===== src/rtl/sig_phase_sched.sv =====
// Timed phase scheduler for a highway / country-road intersection.
// Walks the two signal heads through green, yellow and all-red clearance
// phases using per-phase cycle counts, latches car and pedestrian requests,
// holds a minimum highway green, caps country green, and drives the
// highway crosswalk walk lamp.
module sig_phase_sched #(
  parameter int unsigned MIN_HWY_GRN   = 8,
  parameter int unsigned YEL_CYC       = 3,
  parameter int unsigned ALLRED_CYC    = 2,
  parameter int unsigned MAX_CNTRY_GRN = 6,
  parameter int unsigned WALK_CYC      = 4,
  parameter int unsigned CNT_W         = 8
) (
  input  logic       clock,
  input  logic       clear,
  input  logic       car_req,
  input  logic       ped_req,
  output logic [1:0] hwy,
  output logic [1:0] cntry,
  output logic       walk,
  output logic       ped_ack,
  output logic [2:0] state_o
);

  // Phase encoding (highway head / country head).
  localparam logic [2:0] S0 = 3'd0;  // GREEN  / RED
  localparam logic [2:0] S1 = 3'd1;  // YELLOW / RED
  localparam logic [2:0] S2 = 3'd2;  // RED    / RED   (clearance to country)
  localparam logic [2:0] S3 = 3'd3;  // RED    / GREEN
  localparam logic [2:0] S4 = 3'd4;  // RED    / YELLOW
  localparam logic [2:0] S5 = 3'd5;  // RED    / RED   (clearance to highway)

  // Signal head colour encoding.
  localparam logic [1:0] RED = 2'd0;
  localparam logic [1:0] YEL = 2'd1;
  localparam logic [1:0] GRN = 2'd2;

  // Counter value seen in the last cycle of each timed phase.
  localparam logic [CNT_W-1:0] MIN_HWY_LAST   = CNT_W'(MIN_HWY_GRN - 1);
  localparam logic [CNT_W-1:0] YEL_LAST       = CNT_W'(YEL_CYC - 1);
  localparam logic [CNT_W-1:0] ALLRED_LAST    = CNT_W'(ALLRED_CYC - 1);
  localparam logic [CNT_W-1:0] MAX_CNTRY_LAST = CNT_W'(MAX_CNTRY_GRN - 1);
  localparam logic [CNT_W-1:0] WALK_LAST      = CNT_W'(WALK_CYC - 1);
  localparam logic [CNT_W-1:0] WALK_CNT       = CNT_W'(WALK_CYC);
  localparam logic [CNT_W-1:0] CNT_MAX        = '1;

  logic [2:0]       r_state;
  logic [CNT_W-1:0] r_cnt;
  logic             r_car_pend;
  logic             r_ped_pend;
  logic             r_walk_act;
  logic             r_ped_ack;

  logic [2:0]       w_next_state;
  logic             w_any;
  logic [CNT_W-1:0] w_minc_last;
  logic             w_phase_change;
  logic             w_s2_to_s3;
  logic             w_s5_to_s0;

  // Live requests count alongside the latched ones so a request arriving on
  // the deciding edge is not delayed by a cycle.
  assign w_any = r_car_pend | r_ped_pend | car_req | ped_req;

  // A served pedestrian stretches the country green to cover the walk time.
  assign w_minc_last = r_walk_act ? WALK_LAST : '0;

  // Next-phase decision from the current phase and its elapsed count.
  always_comb begin
    // NOTE: next state defaults to the current one so every path through the
    // case assigns it and no latch is inferred.
    w_next_state = r_state;
    case (r_state)
      S0: if ((r_cnt >= MIN_HWY_LAST) && w_any)       w_next_state = S1;
      S1: if (r_cnt == YEL_LAST)                      w_next_state = S2;
      S2: if (r_cnt == ALLRED_LAST)                   w_next_state = S3;
      S3: if ((r_cnt >= w_minc_last) &&
              (!car_req || (r_cnt == MAX_CNTRY_LAST))) w_next_state = S4;
      S4: if (r_cnt == YEL_LAST)                      w_next_state = S5;
      S5: if (r_cnt == ALLRED_LAST)                   w_next_state = S0;
      default:                                        w_next_state = S0;
    endcase
  end

  assign w_phase_change = (w_next_state != r_state);
  assign w_s2_to_s3     = (r_state == S2) && (w_next_state == S3);
  assign w_s5_to_s0     = (r_state == S5) && (w_next_state == S0);

  // Phase register and its elapsed-cycle counter (saturating).
  always_ff @(posedge clock) begin
    // NOTE: registers update with non-blocking assignments so every block
    // sees the pre-edge values regardless of evaluation order.
    if (clear) begin
      r_state <= S0;
      r_cnt   <= '0;
    end else begin
      r_state <= w_next_state;
      if (w_phase_change)      r_cnt <= '0;
      else if (r_cnt != CNT_MAX) r_cnt <= r_cnt + 1'b1;
    end
  end

  // Request latches; consumed when the country green begins unless the
  // request is still being asserted on that very edge.
  always_ff @(posedge clock) begin
    if (clear) begin
      r_car_pend <= 1'b0;
      r_ped_pend <= 1'b0;
    end else if (w_s2_to_s3) begin
      r_car_pend <= car_req;
      r_ped_pend <= ped_req;
    end else begin
      r_car_pend <= r_car_pend | car_req;
      r_ped_pend <= r_ped_pend | ped_req;
    end
  end

  // Pedestrian service flag for the current country phase and its ack pulse.
  always_ff @(posedge clock) begin
    if (clear) begin
      r_walk_act <= 1'b0;
      r_ped_ack  <= 1'b0;
    end else begin
      r_ped_ack <= w_s2_to_s3 & (r_ped_pend | ped_req);
      if (w_s2_to_s3)      r_walk_act <= r_ped_pend | ped_req;
      else if (w_s5_to_s0) r_walk_act <= 1'b0;
    end
  end

  // Head colours decoded from the phase register only; illegal codes show
  // RED on both roads until recovery on the next edge.
  always_comb begin
    hwy   = RED;
    cntry = RED;
    case (r_state)
      S0:      hwy   = GRN;
      S1:      hwy   = YEL;
      S3:      cntry = GRN;
      S4:      cntry = YEL;
      default: begin
        hwy   = RED;
        cntry = RED;
      end
    endcase
  end

  assign walk    = (r_state == S3) & r_walk_act & (r_cnt < WALK_CNT);
  assign ped_ack = r_ped_ack;
  assign state_o = r_state;

endmodule


===== config.mk =====
export PLATFORM = sky130hd
export DESIGN_NAME = sig_phase_sched
export DESIGN_NICKNAME = d
export VERILOG_FILES = /design/src/rtl/sig_phase_sched.sv
export SDC_FILE = /design/constraint.sdc
export NUM_CORES = 1
export LEC_CHECK = 0
export ABC_AREA = 0
export CAP_MARGIN = 20
export CORE_MARGIN = 2
export CORE_UTILIZATION = 47
export DETAILED_ROUTE_END_ITERATION = 8
export GPL_ROUTABILITY_DRIVEN = 0
export PLACE_DENSITY = 0.82
export SYNTH_ARGS = -nofsm -noshare
export SYNTH_HDL_FRONTEND = slang
export SYNTH_SLANG_ARGS = --single-unit

===== constraint.sdc =====
create_clock -name clock -period 2.3 [get_ports clock]
set_clock_uncertainty 0.1 [all_clocks]
set_input_delay 0.345 -clock clock [delete_from_list [all_inputs] [get_ports clock]]
set_output_delay 0.345 -clock clock [all_outputs]
set_load 0.03 [all_outputs]

==> results of run 1 <==
repair_timing:
item | CTS | global route
gates cloned | 0 | 0
endpoints found under the setup margin | 9 | 10
setup buffers | 2 | 3
resized for setup | 4 | 11
pin swaps | 0 | 3
power by group through the flow:
stage	logic [mW]	clock network [mW]	registers [mW]
2_1_floorplan	0.0495	0	0.284
6_report	0.108	0.156	0.280
4_1_cts	0.0857	0.156	0.280
3_5_place_dp	0.0831	0	0.286
5_1_grt	0.117	0.165	0.282
3_3_place_gp	0.0785	0	0.285
how the worst max path moves through the flow:
stage / from / end / cells after the start
2_1_floorplan: r_cnt[5] / r_cnt[1] / 6
4_1_cts: r_cnt[6] / r_cnt[1] / 6
5_1_grt: r_cnt[5] / r_cnt[6] / 7
6_report: r_cnt[6] / r_cnt[0] / 7
3_5_place_dp: r_cnt[6] / r_cnt[1] / 6
3_3_place_gp: r_cnt[6] / r_cnt[1] / 6
stage by stage:
| step | power (mW) | hold WS [ps] | std cells |
|---|---|---|---|
| finish | 0.5439 | 397.4 | 159 |
| global route | 0.5641 | 430.1 | 159 |
| CTS | 0.5223 | 401.5 | 156 |
| detailed placement | 0.3689 | 385.9 | 151 |
| global placement | 0.3632 | 371.5 | 151 |
| floorplan | 0.3337 | 314.1 | 107 |
critical path, stage by stage, from the launching register on:
cell,delay (ps)
dfxtp_2,340
or4_4,570
nor3_4,190
buf_6,150
nand3_1,80
and4bb_1,250
o31ai_4,450
nor2_1,110
routing by layer:
layer	track usage [%]	vias up
met3	2.264	7
met2	37.33	22
met5	0	-
met1	28.28	436
met4	9.730	0
li1	-	450
registers in the layout (all words and copies together) (netlist names):
register and flops:
ped_ack 1, r_car_pend 1, r_cnt 8, r_ped_pend 1, r_walk_act 1, state_o 3
layout make-up:
type,count,area [um^2]
tap,25,31.28
multi-input combinational,83,649.4
inverter,6,22.52
sequential,15,302.8
clock buffer,4,26.28
timing repair buffer,26,229.0
fill,148,521.8
Yosys cell counts, drive strengths merged, types with 3 or more instances:
| master | number | area (um^2) |
|---|---|---|
| and2 | 3 | 18.77 |
| a31oi | 4 | 31.28 |
| a211oi | 4 | 30.03 |
| nor3 | 5 | 30.03 |
| a21oi | 4 | 20.02 |
| clkbuf | 3 | 11.26 |
| inv | 6 | 22.52 |
| xor2 | 3 | 26.28 |
| nand2 | 5 | 18.77 |
| nand3 | 3 | 15.01 |
| nand4 | 3 | 18.77 |
| nand2b | 3 | 18.77 |
| ha | 5 | 62.56 |
| dfxtp | 15 | 300.3 |
| nor2 | 13 | 48.80 |
logic make-up (layout without fill, tap and decap cells):
| group | Yosys count | count (layout) | share of synthesized area, % |
|---|---|---|---|
| fa+ha+maj | 5 | 5 | 6.868 |
| buf+inv | 9 | 36 | 3.709 |
| compound gates | 24 | 24 | 21.02 |
| xor+xnor | 4 | 4 | 3.847 |
| simple gates | 50 | 50 | 31.60 |
| flops | 15 | 15 | 32.97 |
==> metrics, run 1 <==
fraction of registers with async set/reset=0%; Post-CTS Hold Buffers=0; cts bufs inserted=3; Pint=0.3891 mW; first-pass GRT wire length=3.498 mm; CP Class=register to register; CTS Sinks=15; clock share of power=28.6%; DR WL met2=1.250 mm; crit end category=register; Hold Crit Start=r_car_pend; hold path depth=2; die width=48.03 um; wire length per cell=15.29 um; synthesized area=910.9 um^2; Final Util=70.74%; Final WS setup=-59.08 ps; layout cells sized above 1=25.37%; unrepaired setup endpoints after global routing=true; DRC violations left=0; Final Cell Area=1261 um^2; final period utilization=102.6%; global route overflow=0; CTS Buffer Depth=2; WP data required=2370 ps; Rel. slew slack=68.99%; area growth from synthesis to layout=38.46%; Lkg Pwr=0.4789 nW; Final nets=144; status=complete, but fails checks; wire length on met3=72 um; failing checks=negative setup slack; Vias/cell=5.755; Final Setup Violations=8; Post-synth EDFFs=0; CTS tree=yes; initial antenna violation count=0; max-cap viol count=0; Worst Max-Slew Pin Slew=464.6 ps; sequential share of power=51.5%; setup_tns=-231.5 ps; worst skew pair latency=290 ps; Detailed Place HPWL=1.655 mm; Slew Limit Fails=0; Main synth FF type=dfxtp_1; Detail Route Antenna Nets=0; Hold Path Class=register to register; I/O Pins=13; commonest non-fill, non-tap cell in the layout=buf_4; Worst R2R Setup Slack=-60 ps; Worst Reg-to-Reg Cells=7; reg-to-reg startpoint=r_cnt[6]; core area=1783 um^2; Routed WL=2.431 mm; FMAX=423.9 MHz; Yosys cell types=42; H-tree Lvls=1; Synth Register Bits=15; cells after synthesis=107; peak supply drop=0.3524 mV; DRT Pass-1 Iters=4; Critical Path Source Type=register; All-Layer GR Usage=22.11%; register area share after synthesis=32.97%; Post-Place Setup Slack=-36.02 ps; YS warnings=0; minimum clock period=2359 ps; IO Port Bufs=12; Min-Delay Endpoint=r_car_pend; Max Used Layer=met4; placed instance area=1134 um^2; met1 wire length=1.062 mm; Worst EP arrival=2430 ps; die area=2306 um^2; most frequent cells in the layout=14 x buf_4, 13 x nor2_1, 13 x dfxtp_1; Initial Utilization=51.09%; CP max FO=8; Die Y-Extent=48.03 um; pwr/cell area=431.3 nW/um^2; DRT iter0 DRCs=25; mean instance size in the synthesized netlist=8.513 um^2; combinational share of power=19.8%; Syn Nets=116; std cell rows=15; R2R Path End=r_cnt[0]; vias in the first global route=788; switching power=0.1548 mW; Clock transition at path regs=90 ps; DR vias=915; root buffer cell=clkbuf_4; largest net degree at the start of global routing=14; Fin. Hold Viols=0; Net Sw Frac=28.46%; # diodes=0
Note: power is estimated with default switching activity, not from simulation.
==> run 2, diff against run 1 <==
--- a/config.mk
+++ b/config.mk
@@ -15,3 +15,4 @@
 export SYNTH_ARGS = -nofsm -noshare
 export SYNTH_HDL_FRONTEND = slang
 export SYNTH_SLANG_ARGS = --single-unit
+export TNS_END_PERCENT = 30
==> run 2 against run 1 <==
  * The run still ends with negative setup slack left
  * Combinational power is 9.6% lower
  * Critical path depth is 1 lower
  * Sequential share of layout area is 0.39 points higher
  * Flip-flop and latch count unchanged
  * First-iteration DRC count increased by 28%
  * Die area is the same
  * Via count up 2.6%
  * Setup slack gained 7.8 ps
  * Utilization fell by 0.84 points
  * Maximum frequency is 0.33% higher
  * Routed wire length shrank 4.9%
  * Count of clock-buffer cells in the layout unchanged
==> metrics, run 2 (synthesis results as in run 1) <==
global route overflow=0; Hold Path Class=register to register; die area=2306 um^2; # diodes=0; clock share of power=28.9%; Worst EP arrival=1910 ps; Lkg Pwr=0.4868 nW; Slew Limit Fails=0; max reg flops=8; wire length per cell=14.46 um; Rel. slew slack=70.76%; Detailed Place HPWL=1.655 mm; FMAX=425.3 MHz; CTS Buffer Depth=2; Final nets=145; unrepaired setup endpoints after global routing=true; DRT Pass-1 Iters=4; CP max FO=5; Die Y-Extent=48.03 um; H-tree Lvls=1; layout cells sized above 1=25.93%; most frequent cells in the layout=13 x nor2_1, 12 x dfxtp_1, 12 x buf_4; first-pass GRT wire length=3.381 mm; commonest non-fill, non-tap cell in the layout=nor2_1; Clock transition at path regs=90 ps; die width=48.03 um; CP Class=register to output port; DRC violations left=0; minimum clock period=2351 ps; pwr/cell area=427.2 nW/um^2; core area=1783 um^2; switching power=0.1457 mW; Fin. Hold Viols=0; IO Port Bufs=12; setup_tns=-201.1 ps; I/O Pins=13; area growth from synthesis to layout=36.81%; Critical Path Source Type=register; combinational share of power=18.3%; All-Layer GR Usage=21.19%; Worst Max-Slew Pin Slew=438.0 ps; Routed WL=2.313 mm; cts bufs inserted=3; final period utilization=102.2%; crit end category=output port; CTS Sinks=15; DRT iter0 DRCs=32; sequential share of power=52.8%; std cell rows=15; worst skew pair latency=290 ps; Final Setup Violations=9; Final Util=69.89%; Net Sw Frac=27.37%; CTS tree=yes; max-cap viol count=0; largest net degree at the start of global routing=14; failing checks=negative setup slack; Final WS setup=-51.32 ps; initial antenna violation count=0; Vias/cell=5.869; status=complete, but fails checks; WP data required=1860 ps; Initial Utilization=51.09%; Detail Route Antenna Nets=0; DR vias=939; Reg with most FFs=r_cnt; vias in the first global route=768; Pint=0.3867 mW; peak supply drop=0.3679 mV; root buffer cell=clkbuf_4
==> run 2: stage by stage <==
step	power (mW)	hold slack [ps]	instance area (um^2)	setup slack, ps	instances
2_1_floorplan	0.3337	314.1	920.9	51.60	107
3_3_place_gp	0.3632	371.5	1134	27.63	151
3_5_place_dp	0.3689	385.9	1134	-36.02	151
4_1_cts	0.5209	407.2	1165	1.482	155
5_1_grt	0.5539	445.1	1246	-95.63	160
6_report	0.5324	397.2	1246	-51.32	160
==> run 2: power by group through the flow <==
| stage | sequential [mW] | clock, mW | combinational [mW] |
|---|---|---|---|
| after floorplan | 0.284 | 0 | 0.0495 |
| final | 0.281 | 0.154 | 0.0976 |
| after detailed placement | 0.286 | 0 | 0.0831 |
| after global routing | 0.283 | 0.165 | 0.106 |
| after global placement | 0.285 | 0 | 0.0785 |
| after CTS | 0.280 | 0.156 | 0.0844 |
==> run 2: layer usage <==
metal	GRT usage (%)	wire length, um
met2	34.13	1167
met4	9.730	46
met3	2.264	127
met1	28.28	972
met5	0	0
==> run 2: worst paths after layout <==
kind,start,to,slack (ps),cells after the start
min,r_car_pend,r_car_pend,400,2
max,r_cnt[4],walk,-50,6
min reg2reg,r_car_pend,r_car_pend,400,2
max reg2reg,r_cnt[4],r_cnt[2],-30,7
==> run 2: layout make-up <==
cell class / count / area, um^2
fill: 139 / 536.8
tap: 25 / 31.28
clock buffer: 4 / 26.28
sequential: 15 / 304.0
multi-input combinational: 83 / 614.3
timing repair buffer: 27 / 247.7
inverter: 6 / 22.52
==> run 2: worst max-delay path, cell delays in order (launching register included) <==
cell and delay, ps:
dfxtp_2 330, or4_4 550, buf_6 140, nor3_4 140
buf_6 150, and3_4 180, buf_6 120
==> run 2: timing repair <==
action	in CTS	in global routing
hold buffers	0	0
gates cloned	0	0
endpoints found under the hold margin	0	0
endpoints found under the setup margin	9	10
pin swaps	0	6
setup buffers	0	5
resized for setup	3	13
